## config.mk

```make
export PLATFORM = sky130hd
export DESIGN_NAME = pcm_buf_ctrl
export DESIGN_NICKNAME = d
export VERILOG_FILES = /design/src/rtl/pcm_buf_pkg.sv /design/src/rtl/pcm_bank_ptr.sv /design/src/rtl/pcm_buf_ctrl.sv
export SDC_FILE = /design/constraint.sdc
export NUM_CORES = 1
export LEC_CHECK = 0
export ABC_AREA = 1
export CAP_MARGIN = 10
export CORE_MARGIN = 4
export CORE_UTILIZATION = 30
export DETAILED_ROUTE_END_ITERATION = 10
export DONT_BUFFER_PORTS = 1
export PLACE_DENSITY = 0.51
export SETUP_SLACK_MARGIN = 0.05
export SYNTH_ARGS = -nofsm -noshare
export SYNTH_HDL_FRONTEND = slang
export SYNTH_SLANG_ARGS = --single-unit
```

## constraint.sdc

```tcl
create_clock -name CLK -period 5.8 [get_ports CLK]
set_clock_uncertainty 0.05 [all_clocks]
set_input_delay 0 -clock CLK [delete_from_list [all_inputs] [get_ports CLK]]
set_output_delay 0 -clock CLK [all_outputs]
set_load 0.05 [all_outputs]
```

## src/rtl/pcm_buf_pkg.sv

```systemverilog
// Shared definitions for the PCM output ping-pong buffer controller.
package pcm_buf_pkg;

    // Default sample width and RAM address width (1024x16 RAM).
    localparam int DATA_WIDTH_DEF = 16;
    localparam int ADDR_WIDTH_DEF = 10;

    // Reader FSM: IDLE waits for a full bank, PLAY serves requests from it.
    typedef enum logic {
        IDLE = 1'b0,
        PLAY = 1'b1
    } rd_state_t;

    // Sample value returned to the AC97 side when no data is available.
    localparam int SILENCE = 0;

endpackage

```

## src/rtl/pcm_bank_ptr.sv

```systemverilog
// Bank/pointer counter for one side of the ping-pong buffer. The pointer
// walks through a half of the RAM; stepping past its last entry wraps it,
// toggles the bank and raises a one-cycle wrap pulse used to set or clear
// that bank's full flag.
module pcm_bank_ptr
    import pcm_buf_pkg::*;
#(
    parameter int PTR_WIDTH = ADDR_WIDTH_DEF - 1
) (
    input  logic                 CLK,
    input  logic                 RST_N,
    input  logic                 flush,
    input  logic                 advance,
    output logic                 bank,
    output logic [PTR_WIDTH-1:0] ptr,
    output logic                 wrap
);

    assign wrap = advance && (ptr == '1);

    // Step the pointer on each access; on the last entry move to the other bank.
    always_ff @(posedge CLK or negedge RST_N) begin
        if (!RST_N) begin
            bank <= 1'b0;
            ptr  <= '0;
        end else if (flush) begin
            bank <= 1'b0;
            ptr  <= '0;
        end else if (advance) begin
            if (wrap) begin
                bank <= ~bank;
                ptr  <= '0;
            end else begin
                ptr <= ptr + 1'b1;
            end
        end
    end

endmodule

```

## src/rtl/pcm_buf_ctrl.sv

```systemverilog
// Ping-pong scheduler for the PCM output dual-port RAM. The MAC writes one
// bank through port A while the AC97 side drains the other through port B.
// Requests against a non-full bank are answered with silence and flagged
// as underrun.
module pcm_buf_ctrl
    import pcm_buf_pkg::*;
#(
    parameter int DATA_WIDTH = DATA_WIDTH_DEF,
    parameter int ADDR_WIDTH = ADDR_WIDTH_DEF
) (
    input  logic                  CLK,
    input  logic                  RST_N,
    input  logic                  FLUSH,
    input  logic                  PCM_VALID,
    input  logic [DATA_WIDTH-1:0] PCM_DATA,
    output logic                  PCM_READY,
    input  logic                  SAMPLE_REQ,
    output logic [DATA_WIDTH-1:0] SAMPLE_DATA,
    output logic                  SAMPLE_VALID,
    output logic                  UNDERRUN,
    output logic [ADDR_WIDTH:0]   FILL_LEVEL,
    output logic [1:0]            BANK_FULL,
    output logic [ADDR_WIDTH-1:0] RAM_ADDRA,
    output logic [DATA_WIDTH-1:0] RAM_DIA,
    output logic                  RAM_ENA,
    output logic                  RAM_WEA,
    output logic [ADDR_WIDTH-1:0] RAM_ADDRB,
    output logic                  RAM_ENB,
    input  logic [DATA_WIDTH-1:0] RAM_DOB
);

    localparam int PTR_WIDTH = ADDR_WIDTH - 1;
    localparam logic [ADDR_WIDTH:0] FILL_MAX = {1'b1, {ADDR_WIDTH{1'b0}}};

    logic                  wbank, rbank;
    logic [PTR_WIDTH-1:0]  wptr, rptr;
    logic                  w_wrap, r_wrap;
    logic [1:0]            bank_full, bank_full_next;
    logic [ADDR_WIDTH:0]   fill_level;
    logic                  wr_fire, req_acc, rd_hit, rd_miss;
    logic                  rd_pend, rd_pend_und;
    logic [ADDR_WIDTH-1:0] rd_addr_q;
    rd_state_t             state, state_next;

    // Writer side: accept only into a non-full bank, and never during a flush.
    // Reset also forces READY low so that every output is quiet while held.
    assign PCM_READY = RST_N && !bank_full[wbank] && !FLUSH;
    assign wr_fire   = PCM_VALID && PCM_READY;
    assign RAM_ENA   = wr_fire;
    assign RAM_WEA   = wr_fire;
    assign RAM_ADDRA = wr_fire ? {wbank, wptr} : '0;
    assign RAM_DIA   = wr_fire ? PCM_DATA : '0;

    // A new request is taken only when no earlier response is still in flight.
    assign req_acc = SAMPLE_REQ && !rd_pend && !FLUSH;

    // Port B is enabled in the request cycle and held for the data cycle.
    assign RAM_ENB   = rd_hit || (rd_pend && !rd_pend_und);
    assign RAM_ADDRB = rd_hit ? {rbank, rptr} :
                       (rd_pend && !rd_pend_und) ? rd_addr_q : '0;

    assign BANK_FULL  = bank_full;
    assign FILL_LEVEL = fill_level;

    pcm_bank_ptr #(.PTR_WIDTH(PTR_WIDTH)) u_wr_ptr (
        .CLK     (CLK),
        .RST_N   (RST_N),
        .flush   (FLUSH),
        .advance (wr_fire),
        .bank    (wbank),
        .ptr     (wptr),
        .wrap    (w_wrap)
    );

    pcm_bank_ptr #(.PTR_WIDTH(PTR_WIDTH)) u_rd_ptr (
        .CLK     (CLK),
        .RST_N   (RST_N),
        .flush   (FLUSH),
        .advance (rd_hit),
        .bank    (rbank),
        .ptr     (rptr),
        .wrap    (r_wrap)
    );

    // Reader FSM next state and request classification (real read vs underrun).
    always_comb begin
        state_next = state;
        rd_hit     = 1'b0;
        rd_miss    = 1'b0;
        case (state)
            IDLE: begin
                if (req_acc) begin
                    if (bank_full[rbank]) rd_hit = 1'b1;
                    else                  rd_miss = 1'b1;
                end
                if (bank_full[rbank]) state_next = PLAY;
            end
            PLAY: begin
                if (req_acc) begin
                    if (bank_full[rbank]) begin
                        rd_hit = 1'b1;
                    end else begin
                        rd_miss    = 1'b1;
                        state_next = IDLE;
                    end
                end
            end
            default: state_next = IDLE;
        endcase
    end

    // Reader FSM state register.
    always_ff @(posedge CLK or negedge RST_N) begin
        if (!RST_N)     state <= IDLE;
        else if (FLUSH) state <= IDLE;
        else            state <= state_next;
    end

    // Full flags: the reader frees its bank and the writer claims its bank.
    always_comb begin
        bank_full_next = bank_full;
        if (r_wrap) bank_full_next[rbank] = 1'b0;
        if (w_wrap) bank_full_next[wbank] = 1'b1;
    end

    // Full flag register; both sides' updates land in the same edge.
    always_ff @(posedge CLK or negedge RST_N) begin
        if (!RST_N)     bank_full <= 2'b00;
        else if (FLUSH) bank_full <= 2'b00;
        else            bank_full <= bank_full_next;
    end

    // Occupancy: up on a write, down on a real read, saturating at both ends.
    always_ff @(posedge CLK or negedge RST_N) begin
        if (!RST_N) begin
            fill_level <= '0;
        end else if (FLUSH) begin
            fill_level <= '0;
        end else if (wr_fire && !rd_hit && fill_level != FILL_MAX) begin
            fill_level <= fill_level + 1'b1;
        end else if (rd_hit && !wr_fire && fill_level != '0) begin
            fill_level <= fill_level - 1'b1;
        end
    end

    // Response pipeline: remember the outstanding request, then return either
    // the RAM word or silence. A flush does not cancel a response in flight.
    always_ff @(posedge CLK or negedge RST_N) begin
        if (!RST_N) begin
            rd_pend      <= 1'b0;
            rd_pend_und  <= 1'b0;
            rd_addr_q    <= '0;
            SAMPLE_DATA  <= '0;
            SAMPLE_VALID <= 1'b0;
            UNDERRUN     <= 1'b0;
        end else begin
            rd_pend      <= rd_hit || rd_miss;
            rd_pend_und  <= rd_miss;
            if (rd_hit) rd_addr_q <= {rbank, rptr};
            SAMPLE_VALID <= rd_pend;
            UNDERRUN     <= rd_pend && rd_pend_und;
            if (rd_pend) SAMPLE_DATA <= rd_pend_und ? DATA_WIDTH'(SILENCE) : RAM_DOB;
        end
    end

endmodule

```

==> summary.txt, run 1 <==
Logic synthesis
  • Cell taking the most area after synthesis: dfrtp_1
  • Syn. warnings: 0
  • Cells after synthesis: ~480
  • Mapped Area: 3630 um^2
  • Net Count, Synth: about 540
  • Top cells by area, synth: dfrtp_1 43%, nand2_1 9.9%, inv_1 8.9%, o21ai_0 7.7%, nand3_1 5.4%
  • Average cell area after synthesis: 7.52 um^2
  • Netlist cell types: 36
  • Register area share after synthesis: between 40% and 50%
  • Seq cells post-synth: 63
  • Area share of the largest cell type after synthesis: 43.4%

Global route
  • Grt total ovfl: 0
  • Number of global-route vias before repair: 3075
  • GR Util All Layers: 13.9%
  • Largest net degree at the start of global routing: 64
  • Initial antenna violation count: 0
  • Global-route wire length before repair: 15.8 mm

Die
  • Die width: between 100 and 150 um
  • Initial Util: 31.3%
  • Die Ht: 118 um
  • # rows: 39
  • I/O pin cnt: about 110
  • Die area: 13900 um^2
  • Core ar.: 11600 um^2

Clocking
  • Root buffer cell: clkbuf_16
  • TritonCTS clock tree: yes
  • CTS sink cnt: 63
  • CTS buffer count: 9
  • Longest Clk Path Bufs: 2
  • Worst-skew pair later-pin latency: ~0.34 ns
  • CTS H-tree depth: 3
  • Reg clk slew, reported paths: 0.06 ns
  • Post_cts resized: 0

Detailed routing
  • Initial DRT Pass Iterations: 4
  • DR iter-0 viols: 262
  • Final ANT Viol Nets: 0
  • Vias/cell: 4.83
  • Remaining DRCs: 0
  • DR vias: 3115
  • WL per Instance: 14.2 um
  • Detailed-route wire length: 9.17 mm

STA
  • Actual slew at the worst max-slew pin: 1.01 ns
  • Rel. slew slack: 32.5%
  • Period utilisation layout: 57.8%
  • Finish-stage setup viols: 0
  • Setup TNS Final: 0 ns
  • Hold Fails Final Rpt: 0
  • Fin crit period: between 3 and 4 ns
  • RSZ-0062 raised after global routing: no
  • Achievable clock frequency: 298 MHz
  • Worst setup margin: 2.45 ns
  • Slew Viols, Final: 0
  • Hold_ws: 0.0606 ns

Layout
  • Share of layout cells above drive strength 1: 5.78%
  • Fillcell total: 1195
  • Area delta synth->final: 16.4%
  • Nets@finish: 551
  • Commonest non-fill, non-tap cell in the layout: nand2_1
  • Antenna Cells: 0
  • Most frequent cells in the layout: 96 x nand2_1, 86 x inv_1, 63 x dfrtp_1
  • Post-layout util: approximately 36%

Power
  • P_leak: 2.13 nW
  • Max VDD drop: 0.120 mV
  • PwrDens: 308 nW/um^2

Placement
  • Place WS: 2.42 ns
  • PortBufs: 0
  • Detail Placement HPWL: 6.42 mm
  • RePlAce Congestion: 0.812

Worst setup path
  • Crit-path leading delay family: simple AND/OR/NAND/NOR gates
  • Critical-path top delay cell: nor2_4
  • Crit end category: flop
  • Crit path cell chain: nand2_1, nand3_2, nor2_4, nand3_4, ha_1, nand2_1, o21ai_0, nand3_1, nand2_1, nand2_1, nand3_1, nand2_1
  • Critical path type: reg -> reg
  • Required time of the worst setup path: 5.98 ns
  • CP startpoint kind: flop
  • WP buf/inv: 0
  • Crit Path Max Fanout: 14
  • Most frequent CP cell: nand2_1
  • Critical path arrival: 3.53 ns
  • CP max stage delay: 0.62 ns

Hold path
  • Hold WC Path Type: in -> reg

Run
  • Max-cap viol count: 0

Outcome
  • Run status: finished clean
==> synthesized netlist by cell type (all sizes together) <==
library cell	instances
nand2	98
inv	88
dfrtp	63
o21ai	56
nor2	54
nand3	45
a21oi	22
ha	14
buf	8
clkbuf	7
nand4	4
xor2	4
nor3	3
a22o	2
a31oi	2
clkinv	2
o21a	2
xnor2	2
a21o	1
and3	1
fa	1
nand3b	1
nor3b	1
o21bai	1
o22ai	1
==> final timing paths <==
check | from | to | slack [ns] | cells past startpoint
min reg2reg | rd_pend_und | UNDERRUN | 0.42 | 2
max | BANK_FULL[1] | FILL_LEVEL[7] | 2.45 | 12
min in group asynchronous | RST_N | rd_addr_q[4] | 0.16 | 2
min | PCM_VALID | u_wr_ptr.ptr[0] | 0.06 | 4
max in group asynchronous | RST_N | u_wr_ptr.ptr[6] | 5.27 | 2
max reg2reg | BANK_FULL[1] | FILL_LEVEL[7] | 2.45 | 12
==> kinds of logic (layout without fill, tap and decap cells) <==
| logic type | after synthesis | in the layout | share of synthesized area [%] |
|---|---|---|---|
| DFF | 63 | 63 | 43.4 |
| buffers and inverters | 105 | 124 | 11.7 |
| AOI/OAI and AO/OA | 87 | 87 | 12.7 |
| xor gates and xnor gates | 6 | 6 | 1.45 |
| and+or+nand+nor | 207 | 207 | 25.4 |
| adders and majority gates | 15 | 15 | 5.38 |
==> worst min-delay path: cells and delay by family <==
kind	cells	cell delay [ns]
AO/OA/AOI/OAI	1	0.07
buffers and inverters	1	0.07
AND/OR/NAND/NOR	2	0.25
==> power breakdown <==
group | total [mW] | switching [mW] | internal [mW] | leakage (nW)
Sequential | 0.573 | 0.110 | 0.463 | 0.799
Clock | 0.540 | 0.202 | 0.338 | 0.140
Combinational | 0.188 | 0.129 | 0.0595 | 1.19
Total | 1.30 | 0.441 | 0.860 | 2.13
==> what timing repair did <==
action                     CTS  global route
setup buffers                0             0
setup endpoints to repair    0             0
hold endpoints to repair   105             0
hold buffers                20             0
==> metal layers <==
| layer | GRT usage [%] | share of wire (%) |
|---|---|---|
| met3 | 6.05 | 8.1 |
| met1 | 17.4 | 45 |
| met2 | 22.1 | 46 |
| met5 | 0 | 0 |
| met4 | 3.08 | 0.71 |
==> sequential cells by signal, summed over array words and instances, names as in the netlist <==
register / flops
rd_addr_q: 10
BANK_FULL: 2
SAMPLE_VALID: 1
u_rd_ptr.ptr: 9
rd_pend: 1
u_rd_ptr.bank: 1
FILL_LEVEL: 11
UNDERRUN: 1
u_wr_ptr.bank: 1
SAMPLE_DATA: 16
rd_pend_und: 1
u_wr_ptr.ptr: 9
==> metrics by stage <==
stage / instance area, um^2 / cells / power (mW)
finish: 4230 / 645 / 1.30
global placement: 3720 / 611 / 0.747
detailed placement: 3720 / 611 / 0.749
floorplan: 3630 / 483 / 0.718
CTS: 4230 / 645 / 1.32
global route: 4230 / 645 / 1.37
==> layout make-up <==
type / instances / area (um^2) / area share [%]
Clock buffer: 10 / 239 / 5.65
Sequential cell: 63 / 1580 / 37.3
Multi-Input combinational cell: 315 / 1630 / 38.5
Timing Repair Buffer: 20 / 218 / 5.15
Tap cell: 143 / 179 / 4.23
Clock inverter: 4 / 47.5 / 1.12
Inverter: 90 / 338 / 7.99
Note: power is estimated with default switching activity, not from simulation.
==> run 2: changes to the inputs <==
--- a/config.mk
+++ b/config.mk
@@ -5,13 +5,13 @@
 export SDC_FILE = /design/constraint.sdc
 export NUM_CORES = 1
 export LEC_CHECK = 0
-export ABC_AREA = 1
+export ABC_AREA = 0
 export CAP_MARGIN = 10
 export CORE_MARGIN = 4
 export CORE_UTILIZATION = 30
 export DETAILED_ROUTE_END_ITERATION = 10
 export DONT_BUFFER_PORTS = 1
-export PLACE_DENSITY = 0.51
+export PLACE_DENSITY = 0.52
 export SETUP_SLACK_MARGIN = 0.05
 export SYNTH_ARGS = -nofsm -noshare
 export SYNTH_HDL_FRONTEND = slang
==> constraint.sdc (replaced) <==
create_clock -name CLK -period 2.8 [get_ports CLK]
set_clock_uncertainty 0.05 [all_clocks]
set_input_delay 0 -clock CLK [delete_from_list [all_inputs] [get_ports CLK]]
set_output_delay 0 -clock CLK [all_outputs]
set_load 0.05 [all_outputs]
==> summary.txt, run 2 <==
Worst setup path
  • Critical path type: reg -> reg
  • Required time of the worst setup path: around 3 ns
  • CP max stage delay: 0.52 ns
  • Flop2flop setup slack: 0.04 ns
  • R2r worst-path depth: 9
  • Setup crit start: u_rd_ptr.bank
  • Crit end category: flop
  • Crit-path leading delay family: compound AO/OA/AOI/OAI gates
  • Worst reg2reg path endpoint: FILL_LEVEL[8]
  • Crit Path Max Fanout: 8
  • Critical Path Stages: 9
  • CP startpoint kind: flop
  • Crit path cell chain: mux2_4, a211oi_4, nand2_4, ha_4, a21o_1, a221oi_4, or4b_1, a31o_1, a21oi_1
  • Critical path arrival: 2.95 ns
  • Critical-path top delay cell: or4b_1
  • RR Startpoint: u_rd_ptr.bank
  • WP buf/inv: 0

Detailed routing
  • WL per Instance: 15.3 um
  • DR vias: 3222
  • Remaining DRCs: 0
  • DR iter-0 viols: 182
  • Vias/cell: 4.94
  • Final ANT Viol Nets: 0
  • Initial DRT Pass Iterations: 4
  • Detailed-route wire length: roughly 10 mm

Layout
  • Area delta synth->final: 39.2%
  • Largest register by flop count: SAMPLE_DATA
  • Most frequent cells in the layout: 84 x nand2_1, 77 x buf_4, 57 x dfrtp_1
  • Share of layout cells above drive strength 1: 25.7%
  • Largest register FFs: 16
  • Commonest non-fill, non-tap cell in the layout: nand2_1
  • Post-layout util: between 40 and 50%
  • Antenna Cells: 0
  • Nets@finish: 556
  • Fillcell total: 1123

Logic synthesis
  • Cell taking the most area after synthesis: dfrtp_1
  • Synth top cells by count: 85 x nand2_1, 63 x dfrtp_1, 38 x a21oi_1
  • Top cells by area, synth: dfrtp_1 44%, nand2_1 9.0%, a21oi_1 5.3%, ha_1 4.9%, and2_1 4.7%
  • Register area share after synthesis: 44.3%
  • Most frequent cell after synthesis: nand2_1
  • Share of flip-flops with an asynchronous set or reset: 100%
  • Cells after synthesis: 414
  • Seq cells post-synth: 63
  • Mapped Area: between 3000 and 4000 um^2
  • Netlist cell types: 49
  • Area share of the largest cell type after synthesis: 44.3%
  • Post-synth EDFFs: 0
  • Average cell area after synthesis: 8.60 um^2
  • Main synth FF type: dfrtp_1
  • Net Count, Synth: 466
  • Syn. warnings: 0

Global route
  • GR Util All Layers: 14.6%
  • Global-route wire length before repair: 15.8 mm
  • Grt total ovfl: 0
  • Largest net degree at the start of global routing: 64
  • Number of global-route vias before repair: 3198
  • Initial antenna violation count: 0

STA
  • Slew Viols, Final: 0
  • Period utilisation layout: 98.4%
  • Hold_ws: 0.0640 ns
  • Actual slew at the worst max-slew pin: 0.909 ns
  • Rel. slew slack: roughly two fifths
  • Hold Fails Final Rpt: 0
  • Setup TNS Final: 0 ns
  • RSZ-0062 raised after global routing: yes
  • Finish-stage setup viols: 0
  • Worst setup margin: 0.0448 ns
  • Fin crit period: 2.76 ns
  • Achievable clock frequency: 363 MHz

Hold path
  • Hold path depth: 1
  • Hold WC Path Type: in -> out
  • Hold_sp: FLUSH
  • Hold-critical path endpoint: PCM_READY

Clocking
  • Root buffer cell: clkbuf_16
  • CTS buffer count: 9
  • TritonCTS clock tree: yes
  • Worst-skew pair later-pin latency: around 0.33 ns
  • Reg clk slew, reported paths: ~0.060 ns
  • Longest Clk Path Bufs: 2
  • CTS H-tree depth: 3
  • CTS sink cnt: 63

Placement
  • Detail Placement HPWL: 6.69 mm
  • RePlAce Congestion: slightly below 0.8
  • PortBufs: 0
  • Place WS: -0.0311 ns

Power
  • Final Total Pwr: 2.75 mW
  • PwrDens: about 560 nW/um^2
  • P_leak: approximately 2.3 nW
  • Max VDD drop: ~0.29 mV

Die
  • # rows: 39
  • Core ar.: about 12000 um^2
  • Die area: 13700 um^2
  • Die Ht: 117 um
  • I/O pin cnt: 108
  • Initial Util: 30.9%
  • Die width: about 120 um

Outcome
  • Run status: finished clean

Run
  • Max-cap viol count: 0
## run 2: changes by cell type after synthesis, sizes merged, moves of 6 or more
cell and change:
nand2 -13, and2 +28, inv -66, nor2 -36, or3 +6, nand3 -34
nand3b +13, clkbuf +7, o21ai -26, a21oi +16, a21o +6
## run 2: worst register-to-register path, stage by stage, from the launching register on
cell,delay (ns)
dfrtp_1,0.38
mux2_4,0.32
a211oi_4,0.27
nand2_4,0.18
ha_4,0.31
a21o_1,0.17
a221oi_4,0.10
or4b_1,0.52
a31o_1,0.24
a21oi_1,0.13
## run 2: cell families (layout without fill, tap and decap cells)
group	Yosys count	count (layout)	synth area share [%]
simple gates	190	190	27.0
buf+inv	41	136	4.57
flops	63	63	44.3
compound gates	93	93	15.4
fa+ha+maj	15	15	5.48
xor+xnor	7	7	1.72
mux	5	5	1.55
## run 2: stage by stage
step                cell area, um^2  std cells
floorplan                      3610        414
global placement               4250        609
detailed placement             4250        609
CTS                            4830        647
global route                   4950        652
finish                         4950        652
## run 2: worst max-delay path by stage
stage / end
2_1_floorplan: FILL_LEVEL[10]
3_3_place_gp: FILL_LEVEL[10]
3_5_place_dp: FILL_LEVEL[10]
4_1_cts: FILL_LEVEL[10]
5_1_grt: FILL_LEVEL[8]
6_report: FILL_LEVEL[8]
## run 2: final cells by class
class | instances | area [um^2] | share of cell area [%]
Multi-Input combinational cell | 310 | 2000 | 40.4
Sequential cell | 63 | 1580 | 32.0
Timing Repair Buffer | 98 | 816 | 16.5
Clock buffer | 10 | 229 | 4.62
Tap cell | 143 | 179 | 3.61
Inverter | 22 | 82.6 | 1.67
Clock inverter | 6 | 61.3 | 1.24
## run 2: report_power, final
group	switching, mW	total (mW)	internal (mW)
logic	0.294	0.510	0.216
registers	0.187	1.15	0.966
clock network	0.405	1.09	0.685
## run 2: metal layers
metal,vias up,part of all wire [%],track usage [%]
li1,1606,-,-
met1,1502,42,17.9
met2,105,49,24.7
met3,9,7.9,4.99
met4,0,0.95,3.82
met5,-,0,0
## run 2: timing repair
item                                   CTS  global route
setup endpoints to repair                1             6
pin swaps                                3             8
resized for setup                        5            12
setup buffers                            1             5
endpoints found under the hold margin  114             0
cloned                                   0             0
hold buffers                            21             0
==> run 3: changes to the inputs <==
--- a/config.mk
+++ b/config.mk
@@ -6,12 +6,12 @@
 export NUM_CORES = 1
 export LEC_CHECK = 0
 export ABC_AREA = 0
-export CAP_MARGIN = 10
 export CORE_MARGIN = 4
 export CORE_UTILIZATION = 30
 export DETAILED_ROUTE_END_ITERATION = 10
 export DONT_BUFFER_PORTS = 1
 export PLACE_DENSITY = 0.52
+export REMOVE_ABC_BUFFERS = 1
 export SETUP_SLACK_MARGIN = 0.05
 export SYNTH_ARGS = -nofsm -noshare
 export SYNTH_HDL_FRONTEND = slang
==> summary.txt, run 3 (same netlist as run 2, synthesis figures left out) <==
Outcome
  • Run status: complete, but fails checks
  • Failing checks: hold timing, setup timing

Layout
  • Post-layout util: 46.5%
  • Largest register FFs: 16
  • Share of layout cells above drive strength 1: 27.5%
  • Commonest non-fill, non-tap cell in the layout: nand2_1
  • Area delta synth->final: 50.5%
  • Fillcell total: 1118
  • Largest register by flop count: SAMPLE_DATA
  • Nets@finish: 589
  • Antenna Cells: 0
  • Most frequent cells in the layout: 83 x nand2_1, 80 x buf_4, 63 x dfrtp_1

Power
  • Final Total Pwr: around 2.8 mW
  • Max VDD drop: about 0.30 mV
  • Switching Share: 33.9%
  • Comb power frac: 20.4%
  • PwrDens: 522 nW/um^2
  • Psw: 0.946 mW
  • P_int: 1.85 mW
  • Clk network pwr share: about two fifths
  • Flop pwr share: 41.1%
  • P_leak: 2.48 nW

STA
  • Achievable clock frequency: 348 MHz
  • Setup TNS Final: -0.0997 ns
  • Actual slew at the worst max-slew pin: ~0.69 ns
  • Fin crit period: 2.87 ns
  • Finish-stage setup viols: 2
  • Hold Fails Final Rpt: 11
  • Worst setup margin: -0.0741 ns
  • RSZ-0062 raised after global routing: yes
  • Period utilisation layout: 103%
  • Rel. slew slack: between 50 and 60%
  • Hold_ws: -0.323 ns
  • Slew Viols, Final: 0

Die
  • Die area: 13700 um^2
  • Die Ht: 117 um
  • Die width: 117 um
  • I/O pin cnt: between 100 and 150
  • # rows: 39
  • Core ar.: 11500 um^2
  • Initial Util: 30.9%

Detailed routing
  • Detailed-route wire length: about 10 mm
  • Vias/cell: 4.90
  • DR vias: 3357
  • DR iter-0 viols: 148
  • Remaining DRCs: 0
  • WL per Instance: 15.2 um
  • Initial DRT Pass Iterations: 4
  • Final ANT Viol Nets: 0

Hold path
  • Hold_sp: FLUSH
  • Hold-critical path endpoint: FILL_LEVEL[4]
  • Hold path depth: 1
  • Hold WC Path Type: in -> reg

Global route
  • Number of global-route vias before repair: 3321
  • Largest net degree at the start of global routing: 64
  • Global-route wire length before repair: 16.5 mm
  • Grt total ovfl: 0
  • Initial antenna violation count: 0
  • GR Util All Layers: 15.1%

Clocking
  • TritonCTS clock tree: yes
  • CTS buffer count: 9
  • CTS H-tree depth: 3
  • Reg clk slew, reported paths: about 0.060 ns
  • Worst-skew pair later-pin latency: 0.33 ns
  • Root buffer cell: clkbuf_16
  • Longest Clk Path Bufs: 2
  • Hold buffers post-CTS: 41
  • CTS sink cnt: 63

Worst setup path
  • Most frequent CP cell: buf_6
  • R2r worst-path depth: 13
  • WP buf/inv: 4
  • Crit path cell chain: nor4_2, buf_4, nand4_1, nand2_4, buf_6, buf_6, ha_4, a21o_1, a221oi_4, buf_6, or4b_1, a31o_1, a21oi_2
  • CP startpoint kind: flop
  • Critical path arrival: 3.08 ns
  • Worst reg2reg path endpoint: FILL_LEVEL[8]
  • Required time of the worst setup path: roughly 3 ns
  • Crit end category: flop
  • Critical-path top delay cell: or4b_1
  • Flop2flop setup slack: -0.07 ns
  • RR Startpoint: FILL_LEVEL[1]
  • Setup crit start: FILL_LEVEL[1]
  • Crit Path Max Fanout: 8
  • Crit-path leading delay family: simple AND/OR/NAND/NOR gates
  • CP max stage delay: 0.46 ns
  • Critical path type: reg -> reg

Placement
  • PortBufs: 0
  • Detail Placement HPWL: around 6.6 mm
  • RePlAce Congestion: 0.779
  • Place WS: -0.349 ns

Run
  • Max-cap viol count: 0
-- run 3: cell count changes in the layout (fill, tap and decap cells not counted), sizes merged --
cell         delta
dlygate4sd3    +21
inv             +1
buf            +12
bufinv          -1
clkinvlp        +1
clkinv          -1
-- run 3: cell type report --
cell class                 count  area (um^2)  share of cell area [%]
inverter                      22         87.6                    1.63
sequential                    63         1580                    29.4
clock inverter                 6         42.5                   0.794
timing repair buffer         131         1180                    22.0
tap                          143          179                    3.34
clock buffer                  10          239                    4.46
multi-input combinational    310         2060                    38.4
-- run 3: worst register-to-register path, stage by stage, from the launching register on --
cell and delay [ns]:
dfrtp_1 0.39, nor4_2 0.30, buf_4 0.16, nand4_1 0.16, nand2_4 0.22, buf_6 0.13
buf_6 0.09, ha_4 0.13, a21o_1 0.14, a221oi_4 0.09, buf_6 0.14, or4b_1 0.46
a31o_1 0.24, a21oi_2 0.12
-- run 3: power by group through the flow --
stage	sequential, mW	clock, mW	combinational (mW)
after detailed placement	1.16	0	0.414
final	1.15	1.08	0.570
after CTS	1.15	1.10	0.514
after global placement	1.16	0	0.404
after global routing	1.16	1.14	0.619
after floorplan	1.20	0	0.234
-- run 3: worst max-delay path by stage --
stage	depth (start not counted)	slack (ns)	to
floorplan	9	-0.66	FILL_LEVEL[10]
global placement	9	-0.16	FILL_LEVEL[10]
detailed placement	9	-0.35	FILL_LEVEL[10]
CTS	10	-0.01	FILL_LEVEL[10]
global route	13	-0.23	FILL_LEVEL[8]
finish	13	-0.07	FILL_LEVEL[8]
-- run 3: metrics by stage --
step / instances / area (um^2)
2_1_floorplan: 395 / 3480
3_3_place_gp: 620 / 4330
3_5_place_dp: 620 / 4330
4_1_cts: 680 / 5200
5_1_grt: 685 / 5360
6_report: 685 / 5360
-- run 3: per-layer routing --
layer | vias up | wire length (um) | global-route usage [%]
met5 | - | 0 | 0
met4 | 0 | 117 | 3.82
met3 | 10 | 637 | 4.52
met2 | 72 | 5140 | 26.1
met1 | 1614 | 4520 | 18.4
li1 | 1661 | - | -
-- run 3: repair_timing --
item,4_1_cts,5_1_grt
endpoints found under the setup margin,6,20
pin swaps,11,18
buffers inserted,3,5
resized for setup,20,30
hold endpoints to repair,114,11
